$ cat src/rtl/md_issue_ctrl_pkg.sv
// rtl/md_issue_ctrl_pkg.sv - shared MDU func codes, issue FSM states and func helpers
// Purpose: one place for the MDU func encoding shared with EX and the MDU, the
// issue controller state encoding, and small decode helpers.
package md_issue_ctrl_pkg;

  // MDU func codes (4 bits). Codes 12..15 are illegal and treated as no-ops.
  localparam logic [3:0] mulMULT   = 4'd0;
  localparam logic [3:0] mulMULTU  = 4'd1;
  localparam logic [3:0] mulDIV    = 4'd2;
  localparam logic [3:0] mulDIVU   = 4'd3;
  localparam logic [3:0] mulMADD   = 4'd4;
  localparam logic [3:0] mulMADDU  = 4'd5;
  localparam logic [3:0] mulMSUB   = 4'd6;
  localparam logic [3:0] mulMSUBU  = 4'd7;
  localparam logic [3:0] mulSetLO  = 4'd8;
  localparam logic [3:0] mulSetHI  = 4'd9;
  localparam logic [3:0] mdReadHI  = 4'd10;
  localparam logic [3:0] mdReadLO  = 4'd11;

  typedef enum logic [1:0] {
    ST_IDLE  = 2'd0,
    ST_ISSUE = 2'd1,
    ST_WAIT  = 2'd2
  } md_state_e;

  // Multi-cycle operations: the MDU goes busy after accepting one of these.
  function automatic logic is_compute(input logic [3:0] func);
    return func <= mulMSUBU;
  endfunction

  function automatic logic is_set(input logic [3:0] func);
    return (func == mulSetLO) || (func == mulSetHI);
  endfunction

  function automatic logic is_read(input logic [3:0] func);
    return (func == mdReadHI) || (func == mdReadLO);
  endfunction

  function automatic logic is_div(input logic [3:0] func);
    return (func == mulDIV) || (func == mulDIVU);
  endfunction

endpackage

$ cat src/rtl/md_issue_ctrl_timeout_cnt.sv
// rtl/md_issue_ctrl_timeout_cnt.sv - saturating cycle counter with clear, enable and terminal flag
// Purpose: counts enabled cycles from zero up to MAX and holds there.
// Ports:
//   clk, rst_n : clock, asynchronous active-low reset
//   clr_i      : synchronous clear to zero (wins over enable)
//   en_i       : count this cycle
//   hit_o      : this cycle's edge brings the count to MAX
module md_timeout_cnt #(
  parameter int MAX = 31
) (
  input  logic clk,
  input  logic rst_n,
  input  logic clr_i,
  input  logic en_i,
  output logic hit_o
);

  localparam int W = (MAX < 2) ? 1 : $clog2(MAX + 1);
  localparam logic [W-1:0] MAX_V  = W'(MAX);
  localparam logic [W-1:0] LAST_V = W'(MAX - 1);

  logic [W-1:0] cnt_q;

  always_ff @(posedge clk or negedge rst_n) begin
    if (!rst_n) begin
      cnt_q <= '0;
    end else if (clr_i) begin
      cnt_q <= '0;
    end else if (en_i && (cnt_q != MAX_V)) begin
      cnt_q <= cnt_q + W'(1);
    end
  end

  // Flag the increment that lands on MAX so the owner can register it in step
  // with the count itself; once saturated the flag stays low.
  assign hit_o = en_i & (cnt_q == LAST_V);

endmodule

$ cat src/rtl/md_issue_ctrl.sv
// rtl/md_issue_ctrl.sv - EX-to-MDU issue controller with HI/LO read, stall, div-by-zero and hang flags
// Purpose: accepts HI/LO-class instructions from EX, drives a one-cycle registered
// start with operands to the MDU, stalls EX while the MDU cannot take work or HI/LO
// is not yet valid, and serves MFHI/MFLO reads.
// Ports:
//   clk, rst_n                 : clock, asynchronous active-low reset
//   req_valid/func/a/b/flush   : EX request (flush kills it this cycle)
//   stall                      : hold EX and upstream
//   rd_data                    : MFHI/MFLO result, valid when a read is accepted
//   mdu_start/func/a/b         : registered issue to the MDU
//   mdu_busy, mdu_hi, mdu_lo   : MDU status and HI/LO
//   div_zero                   : pulse, DIV/DIVU issued with B==0
//   mdu_hang                   : sticky, MDU busy longer than TIMEOUT WAIT cycles
module md_issue_ctrl
  import md_issue_ctrl_pkg::*;
#(
  parameter int DATA_W  = 32,
  parameter int TIMEOUT = 31
) (
  input  logic              clk,
  input  logic              rst_n,
  input  logic              req_valid,
  input  logic [3:0]        req_func,
  input  logic [DATA_W-1:0] req_a,
  input  logic [DATA_W-1:0] req_b,
  input  logic              req_flush,
  output logic              stall,
  output logic [DATA_W-1:0] rd_data,
  output logic              mdu_start,
  output logic [3:0]        mdu_func,
  output logic [DATA_W-1:0] mdu_a,
  output logic [DATA_W-1:0] mdu_b,
  input  logic              mdu_busy,
  input  logic [DATA_W-1:0] mdu_hi,
  input  logic [DATA_W-1:0] mdu_lo,
  output logic              div_zero,
  output logic              mdu_hang
);

  md_state_e         state_q;
  logic [3:0]        func_q;
  logic [DATA_W-1:0] a_q, b_q;
  logic              start_q, div_zero_q, hang_q;
  logic              accept, issue_acc, read_acc, hang_hit;

  // ISSUE always stalls: mdu_busy has not risen yet, so HI/LO cannot be trusted.
  assign stall = req_valid & ~req_flush &
                 ~((state_q == ST_IDLE) | ((state_q == ST_WAIT) & ~mdu_busy));
  assign accept    = req_valid & ~req_flush & ~stall;
  assign issue_acc = accept & (is_compute(req_func) | is_set(req_func));
  assign read_acc  = accept & is_read(req_func);

  assign rd_data = read_acc ? ((req_func == mdReadHI) ? mdu_hi : mdu_lo) : '0;

  // Count only while the MDU holds us in WAIT; cleared during ISSUE.
  md_timeout_cnt #(.MAX(TIMEOUT)) u_timeout (
    .clk   (clk),
    .rst_n (rst_n),
    .clr_i (state_q == ST_ISSUE),
    .en_i  ((state_q == ST_WAIT) & mdu_busy),
    .hit_o (hang_hit)
  );

  always_ff @(posedge clk or negedge rst_n) begin
    if (!rst_n) begin
      state_q    <= ST_IDLE;
      func_q     <= '0;
      a_q        <= '0;
      b_q        <= '0;
      start_q    <= 1'b0;
      div_zero_q <= 1'b0;
      hang_q     <= 1'b0;
    end else begin
      start_q    <= 1'b0;
      div_zero_q <= 1'b0;
      if (hang_hit) begin
        hang_q <= 1'b1;
      end
      if (issue_acc) begin
        func_q     <= req_func;
        a_q        <= req_a;
        b_q        <= req_b;
        start_q    <= 1'b1;
        div_zero_q <= is_div(req_func) & (req_b == '0);
      end
      case (state_q)
        ST_IDLE:  if (issue_acc) state_q <= ST_ISSUE;
        ST_ISSUE: state_q <= is_compute(func_q) ? ST_WAIT : ST_IDLE;
        ST_WAIT:  if (!mdu_busy) state_q <= issue_acc ? ST_ISSUE : ST_IDLE;
        default:  state_q <= ST_IDLE;
      endcase
    end
  end

  assign mdu_start = start_q;
  assign mdu_func  = func_q;
  assign mdu_a     = a_q;
  assign mdu_b     = b_q;
  assign div_zero  = div_zero_q;
  assign mdu_hang  = hang_q;

endmodule

$ cat config.mk
export PLATFORM = sky130hd
export DESIGN_NAME = md_issue_ctrl
export DESIGN_NICKNAME = d
export VERILOG_FILES = /design/src/rtl/md_issue_ctrl_pkg.sv /design/src/rtl/md_issue_ctrl_timeout_cnt.sv /design/src/rtl/md_issue_ctrl.sv
export SDC_FILE = /design/constraint.sdc
export NUM_CORES = 1
export LEC_CHECK = 0
export ABC_CLOCK_PERIOD_IN_PS = 5100
export CORE_MARGIN = 10
export CORE_UTILIZATION = 39
export DETAILED_ROUTE_END_ITERATION = 10
export PLACE_DENSITY = 0.92
export SLEW_MARGIN = 20
export SYNTH_ARGS = -nofsm -noshare
export SYNTH_HDL_FRONTEND = slang
export SYNTH_SLANG_ARGS = --single-unit
export TNS_END_PERCENT = 5
$ cat constraint.sdc
create_clock -name clk -period 5.1 [get_ports clk]
set_clock_uncertainty 0.1 [all_clocks]
set_input_delay 1.02 -clock clk [delete_from_list [all_inputs] [get_ports clk]]
set_output_delay 1.02 -clock clk [all_outputs]
set_load 0.01 [all_outputs]
==> impl_metrics.json, run 1 <==
{
  "antenna_cells": 0,
  "synth-edff-count": 0,
  "cp_common_cell": "clkdlybuf4s50_1",
  "wl_per_cell_um": 20.65,
  "initial_core_util_pct": 40.04,
  "cp_slowest_cell": "clkdlybuf4s50_1",
  "final_cells": 675,
  "cellLeakagePower_nw": 2.658,
  "hold_buffers": 0,
  "vias": 3432,
  "drv_cap": 0,
  "timing.hold.ws_ps": 369.3,
  "place_congestion": 0.9402,
  "power_density_mw_per_mm2": 315.1,
  "slowest_delay_ps": 620,
  "yosys-top-cells-count": "dfrtp_1 (78), nand2_1 (66), mux2_2 (59)",
  "area_growth_pct": 73.29,
  "rows": 35,
  "clock-sinks": 78,
  "synthTopCellsByArea": "dfrtp_1 (53%), mux2_2 (18%), nand2_1 (6.7%)",
  "hold_viol": 0,
  "clkSlewWorstSetupHoldPaths_ps": 80,
  "path_max_fanout": 32,
  "ant_nets": 0,
  "grt_pass1_wl_um": 20140,
  "grt_setup_unrepaired": "no",
  "grt_antenna_before_repair": 0,
  "grt_pass1_vias": 3629,
  "synth.most_common_cell": "dfrtp_1",
  "cp_data_required_time_ps": 3980,
  "cts-buffers-inserted": 9,
  "report.power.total_mw": 2.011,
  "min_period_ps": 4349,
  "min_period_over_period_pct": 85.27,
  "final_core_util_pct": 69.39,
  "critical_path_class": "in2out",
  "cts_root_buf": "clkbuf_8",
  "fillers": 678,
  "pre_cts_slack_ps": 811.5,
  "clk_latency_ps": 330,
  "hp-class": "reg2reg",
  "status": "finished clean",
  "overflow": 0,
  "netlist_area_mm2": 0.003682,
  "synth_cell_types": 36,
  "syn_inst": 324,
  "setup_ws_ps": 751.2,
  "detailed_place_hpwl_um": 11290,
  "syn_area_per_cell_um2": 11.37,
  "synth_top_area_cell": "dfrtp_1",
  "setup_tns_ps": 0,
  "design.core.area_mm2": 0.009196,
  "die_y_um": 117.2,
  "endpoint_kind": "output port",
  "ys_seq_area_share_pct": 53.01,
  "grtUsageTotal_pct": 19.19,
  "fmax_ghz": 0.2299,
  "htree_num_levels": 3,
  "viasPerCell": 5.084,
  "totalWireLength_um": 13940,
  "slew_headroom_pct": 35.53,
  "yosysWarnings": 0,
  "io_buffers": 240,
  "critical_path_arrival_ps": 3230,
  "path_cells": "clkdlybuf4s50_1 -> nor4bb_4 -> buf_4 -> nand2_1 -> a21oi_1 -> clkdlybuf4s50_1",
  "dpl-instance-area_mm2": 0.006181,
  "io-pin-count": 241,
  "synthArstFlopShare_pct": 100.0,
  "grt_max_degree": 79,
  "cp-start-kind": "primary input",
  "die_w_um": 117.2,
  "cts_tree": "yes",
  "ys_ff_latch": 78,
  "final_max_slew_viol_count": 0,
  "synth_fp_nets": 464,
  "final_area_mm2": 0.006381,
  "post_cts_buffers": 0,
  "synth_top_area_share_pct": 53.01,
  "drtIter0Drc": 220,
  "ir_drop_uv": 314.9,
  "synthFlopType": "dfrtp_1",
  "drive_above_1_share_pct": 16.13,
  "clockBufferDepth": 2,
  "drc_errors": 0,
  "die-area_mm2": 0.01373,
  "cts_resized": 0,
  "setup_viol": 0,
  "final_nets": 699,
  "worstMarginPinSlew_ps": 967.0,
  "dr.pass1.iters": 4,
  "place_inst": 659
}
cells in the final DEF, fill, tap and decap left out, types with 2 or more instances in the layout:
cell type        netlist  routed
clkdlybuf4s50_1        0     239
dfrtp_1               78      78
nand2_1               66      66
mux2_2                59      59
a21oi_1               35      35
clkbuf_8               0      10
nor4_1                 8       8
mux2_4                 7       7
inv_1                  6       6
buf_4                  0       5
a31oi_1                4       4
nor2b_1                3       3
nor2_1                 3       3
nand3_1                3       3
nor4bb_1               4       3
o2bb2ai_1              3       3
ha_1                   3       3
nand4_1                2       2
nand2b_1               2       2
o21ai_0                2       2
clkinvlp_4             0       2
flip-flops by register name (all words and copies together), names as in the netlist:
register / cells
mdu_a: 32
u_timeout.cnt_q: 5
state_q: 2
mdu_b: 32
mdu_func: 4
mdu_hang: 1
div_zero: 1
mdu_start: 1
metal layers:
metal	routed length, µm	global-route usage [%]	up-vias
met2	7623	34.22	130
met1	5008	21.03	1674
met4	200	5.272	0
met3	1109	6.881	16
li1	-	-	1612
met5	0	0	-
final cells by class:
cell class | instances | area, µm² | area share (%)
clock inverter | 5 | 58.81 | 0.9216
multi-input combinational | 219 | 1618 | 25.35
tap | 111 | 138.9 | 2.176
clock buffer | 11 | 141.4 | 2.216
timing repair buffer | 245 | 2450 | 38.39
inverter | 6 | 22.52 | 0.3529
sequential | 78 | 1952 | 30.59
path summary, 6_finish.rpt:
check	from	slack (ps)	depth (start not counted)	end
max	req_func[3]	750	6	rd_data[13]
min	mdu_hang$_DFFE_PN0P_	370	1	mdu_hang$_DFFE_PN0P_
max reg2reg	u_timeout.cnt_q[0]$_DFFE_PN0P_	3000	6	u_timeout.cnt_q[3]$_DFFE_PN0P_
min reg2reg	mdu_hang$_DFFE_PN0P_	370	1	mdu_hang$_DFFE_PN0P_
max in group asynchronous	rst_n	3540	1	u_timeout.cnt_q[1]$_DFFE_PN0P_
min in group asynchronous	rst_n	750	1	mdu_a[2]$_DFFE_PN0P_
power breakdown:
| part | internal [mW] | switching, mW | total [mW] |
|---|---|---|---|
| Sequential | 0.760 | 0.0862 | 0.846 |
| Clock | 0.240 | 0.219 | 0.459 |
| Combinational | 0.450 | 0.256 | 0.706 |
| Total | 1.45 | 0.561 | 2.01 |
kinds of logic after synthesis:
| kind of cell | after synthesis | share of synthesized area [%] |
|---|---|---|
| compound gates | 53 | 9.107 |
| fa+ha+maj | 3 | 1.019 |
| buf+inv | 27 | 3.466 |
| flops | 78 | 53.01 |
| mux | 66 | 20.90 |
| simple gates | 97 | 12.50 |
critical path: cells and delay by family:
kind	cells	cell delay [ps]
AOI/OAI and AO/OA	1	210
buffers and inverters	3	1570
and+or+nand+nor	2	420
Note: power is estimated with default switching activity, not from simulation.
==> inputs of run 2 (changes only) <==
Settings changed: CTS_CLUSTER_DIAMETER set to 30.
==> results of run 2 <==
Final layout, timing and power as in run 1 (identical DEF).
==> inputs of run 3 (changes only) <==
--- a/config.mk
+++ b/config.mk
@@ -6,4 +6,5 @@
 export NUM_CORES = 1
 export LEC_CHECK = 0
+export ABC_AREA = 0
 export ABC_CLOCK_PERIOD_IN_PS = 5100
 export CORE_MARGIN = 10
==> constraint.sdc (replaced) <==
create_clock -name clk -period 5.1 [get_ports clk]
set_clock_uncertainty 0.1 [all_clocks]
set_input_delay 1.02 -clock clk [delete_from_list [all_inputs] [get_ports clk]]
set_output_delay 1.02 -clock clk [all_outputs]
set_load 0.1 [all_outputs]
==> impl_metrics.json, run 3 (synthesized netlist as in run 1, its figures left out) <==
{
  "status": "finished clean",
  "busiest_layer": "met2",
  "drv_cap": 0,
  "die_w_um": 117.2,
  "grt_setup_unrepaired": "no",
  "grt_antenna_before_repair": 0,
  "ir_drop_uv": 420.6,
  "layout_common_cells": "clkdlybuf4s50_1 (206), dfrtp_1 (78), nand2_1 (66)",
  "area_growth_pct": 81.62,
  "io_buffers": 240,
  "initial_core_util_pct": 40.04,
  "cp_slowest_cell": "nor4bb_4",
  "overflow": 0,
  "clockBufferDepth": 2,
  "dr.pass1.iters": 5,
  "clkPwrFrac_pct": 15.1,
  "die-area_mm2": 0.01373,
  "final_common_cell": "clkdlybuf4s50_1",
  "hold_viol": 0,
  "combPwrFrac_pct": 56.5,
  "worstMarginPinSlew_ps": 1049,
  "post_cts_buffers": 0,
  "cts_resized": 0,
  "grt_max_degree": 79,
  "cp-start-kind": "primary input",
  "grt_use_met3_pct": 6.779,
  "setup_tns_ps": 0,
  "grt_pass1_vias": 3908,
  "min_period_over_period_pct": 86.20,
  "ant_nets": 0,
  "internal_power_mw": 1.447,
  "slew_headroom_pct": 29.86,
  "hp-class": "reg2reg",
  "clkSlewWorstSetupHoldPaths_ps": 70,
  "detailed_place_hpwl_um": 11830,
  "drc_errors": 0,
  "cts-buffers-inserted": 9,
  "clk_latency_ps": 340,
  "cts_root_buf": "clkbuf_8",
  "critical_path_class": "in2out",
  "timing.hold.ws_ps": 378.2,
  "hold_buffers": 0,
  "clock-sinks": 78,
  "die_y_um": 117.2,
  "critical_path_arrival_ps": 3280,
  "endpoint_kind": "output port",
  "vias": 3469,
  "setup_viol": 0,
  "path_max_fanout": 21,
  "final_max_slew_viol_count": 0,
  "drive_above_1_share_pct": 21.85,
  "design.core.area_mm2": 0.009196,
  "grt_use_met1_pct": 22.69,
  "cellLeakagePower_nw": 2.811,
  "viasPerCell": 5.147,
  "place_congestion": 0.9564,
  "antenna_cells": 0,
  "slowest_delay_ps": 690,
  "min_period_ps": 4396,
  "grt_pass1_wl_um": 21770,
  "htree_num_levels": 3,
  "drtIter0Drc": 267,
  "grtUsageTotal_pct": 20.81,
  "path_cells": "clkdlybuf4s50_1 -> nor4bb_4 -> buf_4 -> nand2_1 -> a21oi_1 -> buf_12",
  "rows": 35,
  "swShare_pct": 51.39,
  "fmax_ghz": 0.2275,
  "totalWireLength_um": 14480,
  "crit_buf_inv": 3,
  "final_nets": 699,
  "cp_data_required_time_ps": 3980,
  "cpLargestDelayFamily": "buffers and inverters",
  "cts_tree": "yes",
  "io-pin-count": 241,
  "switchingPower_mw": 1.530,
  "power_density_mw_per_mm2": 445.2,
  "seq_power_share_pct": 28.4,
  "met2_usage_pct": 36.96,
  "wl_per_cell_um": 21.49
}
==> run 3: through the flow <==
| stage | instances | setup WS [ps] | cell area (µm²) | total power [mW] | utilization, % |
|---|---|---|---|---|---|
| 2_1_floorplan | 324 | 796.5 | 3682 | 2.044 | - |
| 3_3_place_gp | 659 | 866.1 | 6499 | 2.513 | 70.67 |
| 3_5_place_dp | 659 | 743.6 | 6499 | 2.545 | 70.67 |
| 4_1_cts | 674 | 724.7 | 6688 | 3.006 | 72.72 |
| 5_1_grt | 674 | 498.4 | 6688 | 3.088 | 72.72 |
| 6_report | 674 | 703.9 | 6688 | 2.977 | 72.72 |
==> run 3: area by class of cell <==
cell class                      count  area (µm²)
Clock buffer                       11       141.4
Clock inverter                      4       47.55
Fill cell                         624        2509
Inverter                            6       22.52
Multi-Input combinational cell    219        1618
Sequential cell                    78        1952
Tap cell                          111       138.9
Timing Repair Buffer              245        2768
==> run 3: path summary, 6_finish.rpt <==
kind	startpoint	end	slack, ps	cells after the start
max	req_func[3]	rd_data[23]	700	6
min	mdu_hang$_DFFE_PN0P_	mdu_hang$_DFFE_PN0P_	380	1
max reg2reg	u_timeout.cnt_q[0]$_DFFE_PN0P_	u_timeout.cnt_q[3]$_DFFE_PN0P_	2960	6
min reg2reg	mdu_hang$_DFFE_PN0P_	mdu_hang$_DFFE_PN0P_	380	1
max in group asynchronous	rst_n	mdu_func[2]$_DFFE_PN0P_	3540	1
min in group asynchronous	rst_n	mdu_a[1]$_DFFE_PN0P_	710	1
==> run 3: per-layer routing <==
layer	vias up	routed length, µm
li1	1603	-
met1	1706	5142
met2	131	7939
met3	29	1060
met4	0	341
met5	-	0
==> run 3: power groups by stage <==
stage	sequential (mW)	combinational, mW	clock (mW)
2_1_floorplan	1.83	0.210	0
3_3_place_gp	0.842	1.67	0
3_5_place_dp	0.857	1.69	0
4_1_cts	0.846	1.69	0.467
5_1_grt	0.866	1.73	0.493
6_report	0.845	1.68	0.451
